[src/rtl/pts_sr_8_tx.sv]
// pts_sr_8_tx: parallel-to-serial transmitter for NUM_WORDS-word blocks.
// Captures a whole block (e.g. a SHA-256 digest) in one cycle.
// It then streams the block out one word at a time on a valid/ready handshake.
// A new block can be loaded in the same cycle that the last word of the
// previous block is accepted, so back-to-back blocks have no bubble.
// Optional feature macro: PTS_SR_ABORT_EN adds an 'abort' input that drops
// the block in flight and returns to IDLE without a done pulse.
module pts_sr_8_tx #(
  parameter int NUM_WORDS = 8,
  parameter int WORD_W    = 32,
  parameter bit MSB_FIRST = 1'b1
) (
  input  logic                          clk,
  input  logic                          n_rst,
  input  logic                          load,
  input  logic [NUM_WORDS*WORD_W-1:0]   parallel_in,
  output logic                          load_ready,
  output logic [WORD_W-1:0]             serial_out,
  output logic                          out_valid,
  input  logic                          out_ready,
  output logic                          out_last,
  output logic [3:0]                    word_idx,
`ifdef PTS_SR_ABORT_EN
  input  logic                          abort,
`endif
  output logic                          done
);

  localparam logic [0:0] S_IDLE   = 1'b0;
  localparam logic [0:0] S_SEND   = 1'b1;
  localparam logic [3:0] LAST_IDX = 4'(NUM_WORDS - 1);

  logic [0:0]                  r_state;
  logic [NUM_WORDS*WORD_W-1:0] r_buf;
  logic [3:0]                  r_idx;
  logic                        r_done;

  logic                        w_send;
  logic                        w_xfer;
  logic                        w_last;
  logic                        w_abort;
  logic                        w_capture;
  logic [WORD_W-1:0]           w_word;

  // Word k of the block in transmit order; MSB_FIRST picks which end goes first.
  function automatic logic [WORD_W-1:0] sel_word(
    input logic [NUM_WORDS*WORD_W-1:0] blk,
    input logic [3:0]                  idx
  );
    int pos;
    pos = MSB_FIRST ? (NUM_WORDS - 1 - int'(idx)) : int'(idx);
    return blk[pos*WORD_W +: WORD_W];
  endfunction

`ifdef PTS_SR_ABORT_EN
  assign w_abort = w_send & abort;
`else
  assign w_abort = 1'b0;
`endif

  assign w_send = (r_state == S_SEND);
  assign w_xfer = w_send & out_ready;
  assign w_last = w_send & (r_idx == LAST_IDX);

  // Loadable when idle, or when the final word leaves this cycle (no bubble).
  // An abort in the same cycle takes priority, so the load is refused.
  assign load_ready = (r_state == S_IDLE) | (w_xfer & w_last & ~w_abort);
  assign w_capture  = load & load_ready;

  // Outputs come only from registers; serial_out is forced to zero when idle
  // so stale buffer contents never appear on the bus.
  assign w_word     = sel_word(r_buf, r_idx);
  assign serial_out = w_send ? w_word : '0;
  assign out_valid  = w_send;
  assign out_last   = w_last;
  assign word_idx   = r_idx;
  assign done       = r_done;

  // Control FSM: state, word index and the one-cycle done pulse.
  always_ff @(posedge clk or negedge n_rst) begin
    if (!n_rst) begin
      r_state <= S_IDLE;
      r_idx   <= 4'd0;
      r_done  <= 1'b0;
    end else begin
      r_done <= 1'b0;
      if (r_state == S_IDLE) begin
        if (w_capture) begin
          r_state <= S_SEND;
          r_idx   <= 4'd0;
        end
      end else if (w_abort) begin
        r_state <= S_IDLE;
        r_idx   <= 4'd0;
      end else if (w_xfer) begin
        if (w_last) begin
          r_done <= 1'b1;
          r_idx  <= 4'd0;
          if (!load) begin
            r_state <= S_IDLE;
          end
        end else begin
          r_idx <= r_idx + 4'd1;
        end
      end
    end
  end

  // Block buffer: written only on an accepted load, otherwise held.
  always_ff @(posedge clk or negedge n_rst) begin
    if (!n_rst) begin
      r_buf <= '0;
    end else if (w_capture) begin
      r_buf <= parallel_in;
    end
  end

endmodule

[config.mk]
export PLATFORM = sky130hd
export DESIGN_NAME = pts_sr_8_tx
export DESIGN_NICKNAME = d
export VERILOG_FILES = /design/src/rtl/pts_sr_8_tx.sv
export SDC_FILE = /design/constraint.sdc
export NUM_CORES = 1
export LEC_CHECK = 0
export ABC_AREA = 1
export BUFFER_PORTS_ARGS = -buffer_cell sky130_fd_sc_hd__clkbuf_2
export CAP_MARGIN = 20
export CORE_ASPECT_RATIO = 1.1
export CORE_MARGIN = 3
export CORE_UTILIZATION = 31
export CTS_CLUSTER_DIAMETER = 40
export DETAILED_ROUTE_END_ITERATION = 8
export PLACE_DENSITY = 0.57
export SLEW_MARGIN = 40
export SYNTH_ARGS = -nofsm -noshare
export SYNTH_HDL_FRONTEND = slang
export SYNTH_SLANG_ARGS = --single-unit
[constraint.sdc]
create_clock -name clk -period 2 [get_ports clk]
set_clock_uncertainty 0.15 [all_clocks]
set_input_delay 0.4 -clock clk [delete_from_list [all_inputs] [get_ports clk]]
set_output_delay 0.4 -clock clk [all_outputs]
set_load 0.01 [all_outputs]
==> results.json, run 1 <==
{
  "path_cells": "buf_6, clkinv_8, buf_12, buf_12, buf_4, nand2_4, nand3_2, nand2_2, nor2_2, nor2_1, buf_2",
  "n_fill_cell": 3805,
  "syn_inst": 1936,
  "fin_area_mm2": 0.02478,
  "crit_start": "word_idx[0]$_DFFE_PN0P_",
  "die-area_mm2": 0.04661,
  "relSlewSlack_pct": 68.77,
  "yosysMostFrequentCell": "nand2_1",
  "dr.pass1.iters": 6,
  "seq_power_share_pct": 24.6,
  "worstMarginPinSlew_ns": 0.4684,
  "p_sw_w": 0.01729,
  "crit_buf_inv": 6,
  "cellPowerDensity_mw_per_mm2": 1616,
  "dp_hpwl_mm": 41.00,
  "violations": "setup timing",
  "swShare_pct": 43.16,
  "wirelength_mm": 66.01,
  "holdCritPathClass": "input port to flop",
  "setup_violations": 293,
  "synth.ff_latch_count": 262,
  "hold_viol": 0,
  "post-route-util_pct": 57.04,
  "p_clk_share_pct": 21.8,
  "hold_path_startpoint": "parallel_in[97]",
  "final_nets": 2844,
  "clock.fmax_ghz": 0.3719,
  "cts_made_buffers": 48,
  "cp_slowest_stage_delay_ns": 0.42,
  "die_y_um": 226.1,
  "p_int_w": 0.02277,
  "setup_tns_ns": -138.76,
  "grt_pass1_wl_mm": 90.52,
  "drt_iter0_drc": 1404,
  "io_pins": 300,
  "drive_gt1_share_pct": 39.42,
  "ys_types": 16,
  "antenna_found_initial": 3,
  "cts_sinks": 262,
  "ys_seq_area_share_pct": 48.01,
  "ir_drop_uv": 795.7,
  "end_kind": "output port",
  "synth_edf_count": 0,
  "leakage_nw": 12.61,
  "core_area_mm2": 0.04344,
  "slew_violations": 0,
  "gr-total-overflow": 0,
  "critPathMaxFanout": 8,
  "synthTopCellsByCount": "nand2_1, nand3_1, dfrtp_1, inv_1, nor2_1",
  "p_comb_share_pct": 53.6,
  "drc_errors": 0,
  "syn-num-nets": 2197,
  "cap_violations": 0,
  "gp_congestion": 0.9576,
  "clk_latency_ns": 0.56,
  "critPathTopFamily": "buffers and inverters",
  "timing.final.crit_share_pct": 134.4,
  "clk_pin_slew_ns": 0.05,
  "dpl_cell_area_mm2": 0.01623,
  "clockRootBuffer": "clkbuf_16",
  "drt-wirelength-per-cell_um": 20.66,
  "area_growth_pct": 81.47,
  "criticalPathCategory": "flop to output port",
  "syn_avg_cell_area_um2": 7.054,
  "cts_max_level": 2,
  "p_total_w": 0.04005,
  "vias": 16030,
  "crit_path_start_kind": "flop",
  "synth_top_area_share_pct": 48.01,
  "synth.area.top_cells": "dfrtp_1, nand2_1, nand3_1, inv_1, nor2_1",
  "rsz0062_at_grt": "true",
  "syn_area_mm2": 0.01366,
  "period_needed_ns": 2.689,
  "start_util_pct": 31.43,
  "grt_use_total_pct": 25.58,
  "synth_ff_type": "dfrtp_1",
  "async_flop_share_pct": 100.0,
  "grt_pass1_vias": 15980,
  "synth.largest_area_cell": "dfrtp_1",
  "ys.warnings.count": 0,
  "cts_tree": "yes",
  "rows": 80,
  "crit_slowest_cell": "dfrtp_4",
  "clockBufferDepth": 3,
  "postRouteAntennaNets": 0,
  "setup_slack_ns": -0.6888,
  "cp.required_ns": 1.45,
  "cp.arrival_ns": 2.14,
  "r2r_start": "word_idx[0]$_DFFE_PN0P_",
  "port_buffers": 299,
  "fp.dieW_um": 206.1,
  "cpMostUsedCell": "buf_12",
  "viasPerCell": 5.017,
  "grt_max_degree": 87,
  "pre_cts_ws_ns": -0.2239,
  "outcome": "finished, violations left"
}
## worst reg2reg max path: cells and delay by family (launching register included)
kind          cells  cell delay (ns)
buf+inv           9             1.19
simple gates      5             0.43
fa+ha+maj         1             0.16
flops             1             0.48
## path summary, 6_finish.rpt
path                       slack [ns]  cells after the start                     end
min                              0.03                      3   r_buf[97]$_DFFE_PN0P_
min in group asynchronous        0.19                      2  r_buf[137]$_DFFE_PN0P_
max in group asynchronous        0.82                      3   r_buf[60]$_DFFE_PN0P_
max reg2reg                     -0.53                     15   r_buf[20]$_DFFE_PN0P_
max                             -0.69                     11          serial_out[15]
min reg2reg                      0.32                      2  r_buf[180]$_DFFE_PN0P_
## what timing repair did
item,4_1_cts,5_1_grt
hold buffers,256,0
gates resized for setup,206,575
setup buffers,14,29
endpoints found under the hold margin,335,0
endpoints found under the setup margin,278,293
gates cloned,27,33
pin swaps,59,80
## metrics by stage
stage,cells,hold WS (ns)
5_1_grt,3195,0.02418
2_1_floorplan,1936,-0.04559
6_report,3195,0.02714
3_5_place_dp,2760,0.1898
4_1_cts,3139,0.003451
3_3_place_gp,2760,0.1918
## placed cells by master, fill, tap and decap left out, types with 9 or more instances in the layout
cell / netlist / final
buf_12: 0 / 51
buf_16: 0 / 25
buf_2: 22 / 9
buf_4: 22 / 42
buf_6: 20 / 35
buf_8: 0 / 23
bufinv_16: 0 / 9
clkbuf_16: 0 / 75
clkbuf_2: 0 / 264
clkinvlp_4: 0 / 10
dfrtp_1: 262 / 260
dlygate4sd3_1: 0 / 256
inv_1: 202 / 198
nand2_1: 777 / 485
nand2_2: 1 / 204
nand2_4: 0 / 87
nand3_1: 388 / 286
nand3_2: 0 / 95
nor2_1: 128 / 65
nor2_2: 0 / 41
nor2_4: 1 / 23
o21ai_0: 36 / 14
o21ai_1: 0 / 17
## sequential cells by signal (all words and copies together) (netlist names)
| register | flops |
|---|---|
| r_buf | 256 |
| word_idx | 4 |
| done | 1 |
| out_valid | 1 |
## power by group through the flow
| stage | Clock [W] | Combinational, W | Sequential [W] |
|---|---|---|---|
| floorplan | 0 | 0.00795 | 0.00873 |
| global placement | 0 | 0.0135 | 0.00926 |
| detailed placement | 0 | 0.0136 | 0.00931 |
| CTS | 0.00883 | 0.0167 | 0.00935 |
| global route | 0.00907 | 0.0229 | 0.0100 |
| finish | 0.00875 | 0.0215 | 0.00985 |
## area by class of cell
class / count / area (µm²) / share of cell area (%)
Tap cell: 574 / 718.2 / 2.898
Timing Repair Buffer: 733 / 7371 / 29.74
Sequential cell: 262 / 6561 / 26.48
Timing Repair inverter: 1 / 11.26 / 0.04544
Clock inverter: 29 / 414.1 / 1.671
Antenna cell: 3 / 7.507 / 0.03029
Clock buffer: 56 / 1303 / 5.256
Inverter: 202 / 773.2 / 3.120
Multi-Input combinational cell: 1335 / 7622 / 30.76
## cells by family (layout without fill, tap and decap cells)
logic type / count (synthesis) / in the layout / share of synthesized area [%]
adders and majority gates: 1 / 1 / 0.09161
buffers and inverters: 339 / 1021 / 11.22
AOI/OAI and AO/OA: 37 / 37 / 1.356
and+or+nand+nor: 1297 / 1297 / 39.32
other: 0 / 3 / 0
DFF: 262 / 262 / 48.01
## metal layers
metal / GRT usage [%] / vias up / routed length, µm
met5: 0 / - / 0
met4: 12.92 / 0 / 3697
met3: 4.930 / 188 / 4812
met2: 42.84 / 728 / 32360
met1: 31.44 / 7805 / 25140
li1: - / 7308 / -
(Power assumes the default switching activity.)
==> run 2, diff against run 1 <==
- CORE_ASPECT_RATIO: 1.1 -> 0.9
==> results.json, run 2 (synthesis gave the netlist of run 1 again) <==
{
  "worstMarginPinSlew_ns": 0.3933,
  "violations": "hold timing, setup timing",
  "postRouteAntennaNets": 0,
  "clockBufferDepth": 3,
  "final_common_cell": "nand2_1",
  "clock.fmax_ghz": 0.3698,
  "clk_latency_ns": 0.54,
  "rows": 72,
  "ir_drop_uv": 652.5,
  "area_growth_pct": 55.04,
  "swShare_pct": 43.56,
  "setup_slack_ns": -0.7040,
  "timing.final.crit_share_pct": 135.2,
  "criticalPathCategory": "flop to output port",
  "fp.dieW_um": 227.2,
  "leakage_nw": 11.45,
  "clockRootBuffer": "clkbuf_16",
  "dp_hpwl_mm": 39.61,
  "seq_power_share_pct": 28.0,
  "die-area_mm2": 0.04661,
  "port_buffers": 299,
  "rsz0062_at_grt": "true",
  "grt_max_degree": 79,
  "r2r_slack_ns": -0.26,
  "wirelength_mm": 57.67,
  "period_needed_ns": 2.704,
  "core_area_mm2": 0.04324,
  "drt_iter0_drc": 1266,
  "cts_made_buffers": 43,
  "hold_viol": 1,
  "cp.required_ns": 1.45,
  "clk_pin_slew_ns": 0.06,
  "drive_gt1_share_pct": 24.66,
  "n_fill_cell": 4184,
  "cap_violations": 0,
  "gr-total-overflow": 0,
  "grt_pass1_wl_mm": 86.58,
  "cts_max_level": 2,
  "regMostFlops": "r_buf",
  "p_comb_share_pct": 49.4,
  "critPathMaxFanout": 16,
  "drc_errors": 0,
  "outcome": "finished, violations left",
  "p_int_w": 0.01875,
  "vias": 14930,
  "drt-wirelength-per-cell_um": 18.79,
  "final_nets": 2742,
  "io_pins": 300,
  "fin_area_mm2": 0.02117,
  "p_clk_share_pct": 22.5,
  "grt_pass1_vias": 15060,
  "antennaDiodeCount": 0,
  "final_cell_mix": "nand2_1, nand3_1, clkbuf_2",
  "dpl_cell_area_mm2": 0.01624,
  "largest_reg_flops": 256,
  "holdCritPathClass": "input port to flop",
  "cts_sinks": 262,
  "gp_congestion": 0.9079,
  "crit_path_start_kind": "flop",
  "dr.pass1.iters": 6,
  "cts_tree": "yes",
  "antenna_found_initial": 0,
  "start_util_pct": 31.58,
  "end_kind": "output port",
  "cellPowerDensity_mw_per_mm2": 1569,
  "holdWs_ns": -0.0006449,
  "die_y_um": 205.1,
  "setup_violations": 286,
  "p_sw_w": 0.01447,
  "relSlewSlack_pct": 73.78,
  "cp.arrival_ns": 2.15,
  "viasPerCell": 4.864,
  "grt_use_total_pct": 24.40,
  "slew_violations": 0
}
==> run 2: critical path, stage by stage, from the launching register on <==
cell and delay (ns):
dfrtp_4 0.56, buf_6 0.17, buf_16 0.16, nand2_1 0.07
nand3_1 0.17, nand3_1 0.15, nand2_1 0.07, nor2_1 0.09
clkbuf_4 0.17
==> run 2: power by group through the flow <==
stage / sequential [W] / combinational [W] / clock [W]
after floorplan: 0.00873 / 0.00795 / 0
after global placement: 0.00926 / 0.0134 / 0
after detailed placement: 0.00932 / 0.0135 / 0
after CTS: 0.00927 / 0.0158 / 0.00760
after global routing: 0.00955 / 0.0180 / 0.00786
final: 0.00932 / 0.0164 / 0.00749
==> run 2: final timing paths <==
kind,depth (start not counted),to,start
max,8,serial_out[31],word_idx[0]$_DFFE_PN0P_
min,3,r_buf[76]$_DFFE_PN0P_,parallel_in[76]
max reg2reg,13,r_buf[168]$_DFFE_PN0P_,word_idx[0]$_DFFE_PN0P_
min reg2reg,2,r_buf[106]$_DFFE_PN0P_,r_buf[106]$_DFFE_PN0P_
max in group asynchronous,3,r_buf[128]$_DFFE_PN0P_,n_rst
min in group asynchronous,2,r_buf[199]$_DFFE_PN0P_,n_rst
==> run 2: stage by stage <==
step / std cells / setup WS (ns) / util, % / setup TNS [ns] / power (W)
after floorplan: 1936 / 0.03373 / - / 0 / 0.01669
after global placement: 2737 / -0.2709 / 37.55 / -9.193 / 0.02265
after detailed placement: 2737 / -0.2772 / 37.55 / -12.16 / 0.02280
after CTS: 3063 / -0.6805 / 48.43 / -34.11 / 0.03270
after global routing: 3069 / -0.7538 / 48.96 / -76.92 / 0.03540
final: 3069 / -0.7040 / 48.96 / -56.84 / 0.03323
==> run 2: routing by layer <==
layer | track usage (%) | up-vias | share of wire, %
li1 | - | 7091 | -
met1 | 33.20 | 7092 | 43
met2 | 39.31 | 622 | 46
met3 | 3.253 | 124 | 6.6
met4 | 9.926 | 0 | 4.3
met5 | 0 | - | 0
==> run 2: area by class of cell <==
type                       count  area, µm²  area share, %
timing repair buffer         637       5562          26.27
multi-input combinational   1335       6142          29.01
clock inverter                31      335.3          1.584
inverter                     202      765.7          3.617
clock buffer                  47       1111          5.248
tap                          555      694.4          3.280
sequential                   262       6561          30.99
==> run 2: timing repair <==
action / in CTS / in global routing
setup buffers: 4 / 3
pin swaps: 22 / 4
endpoints found under the setup margin: 277 / 292
gates resized for setup: 155 / 42
hold buffers: 234 / 0
gates cloned: 10 / 3
endpoints found under the hold margin: 283 / 0
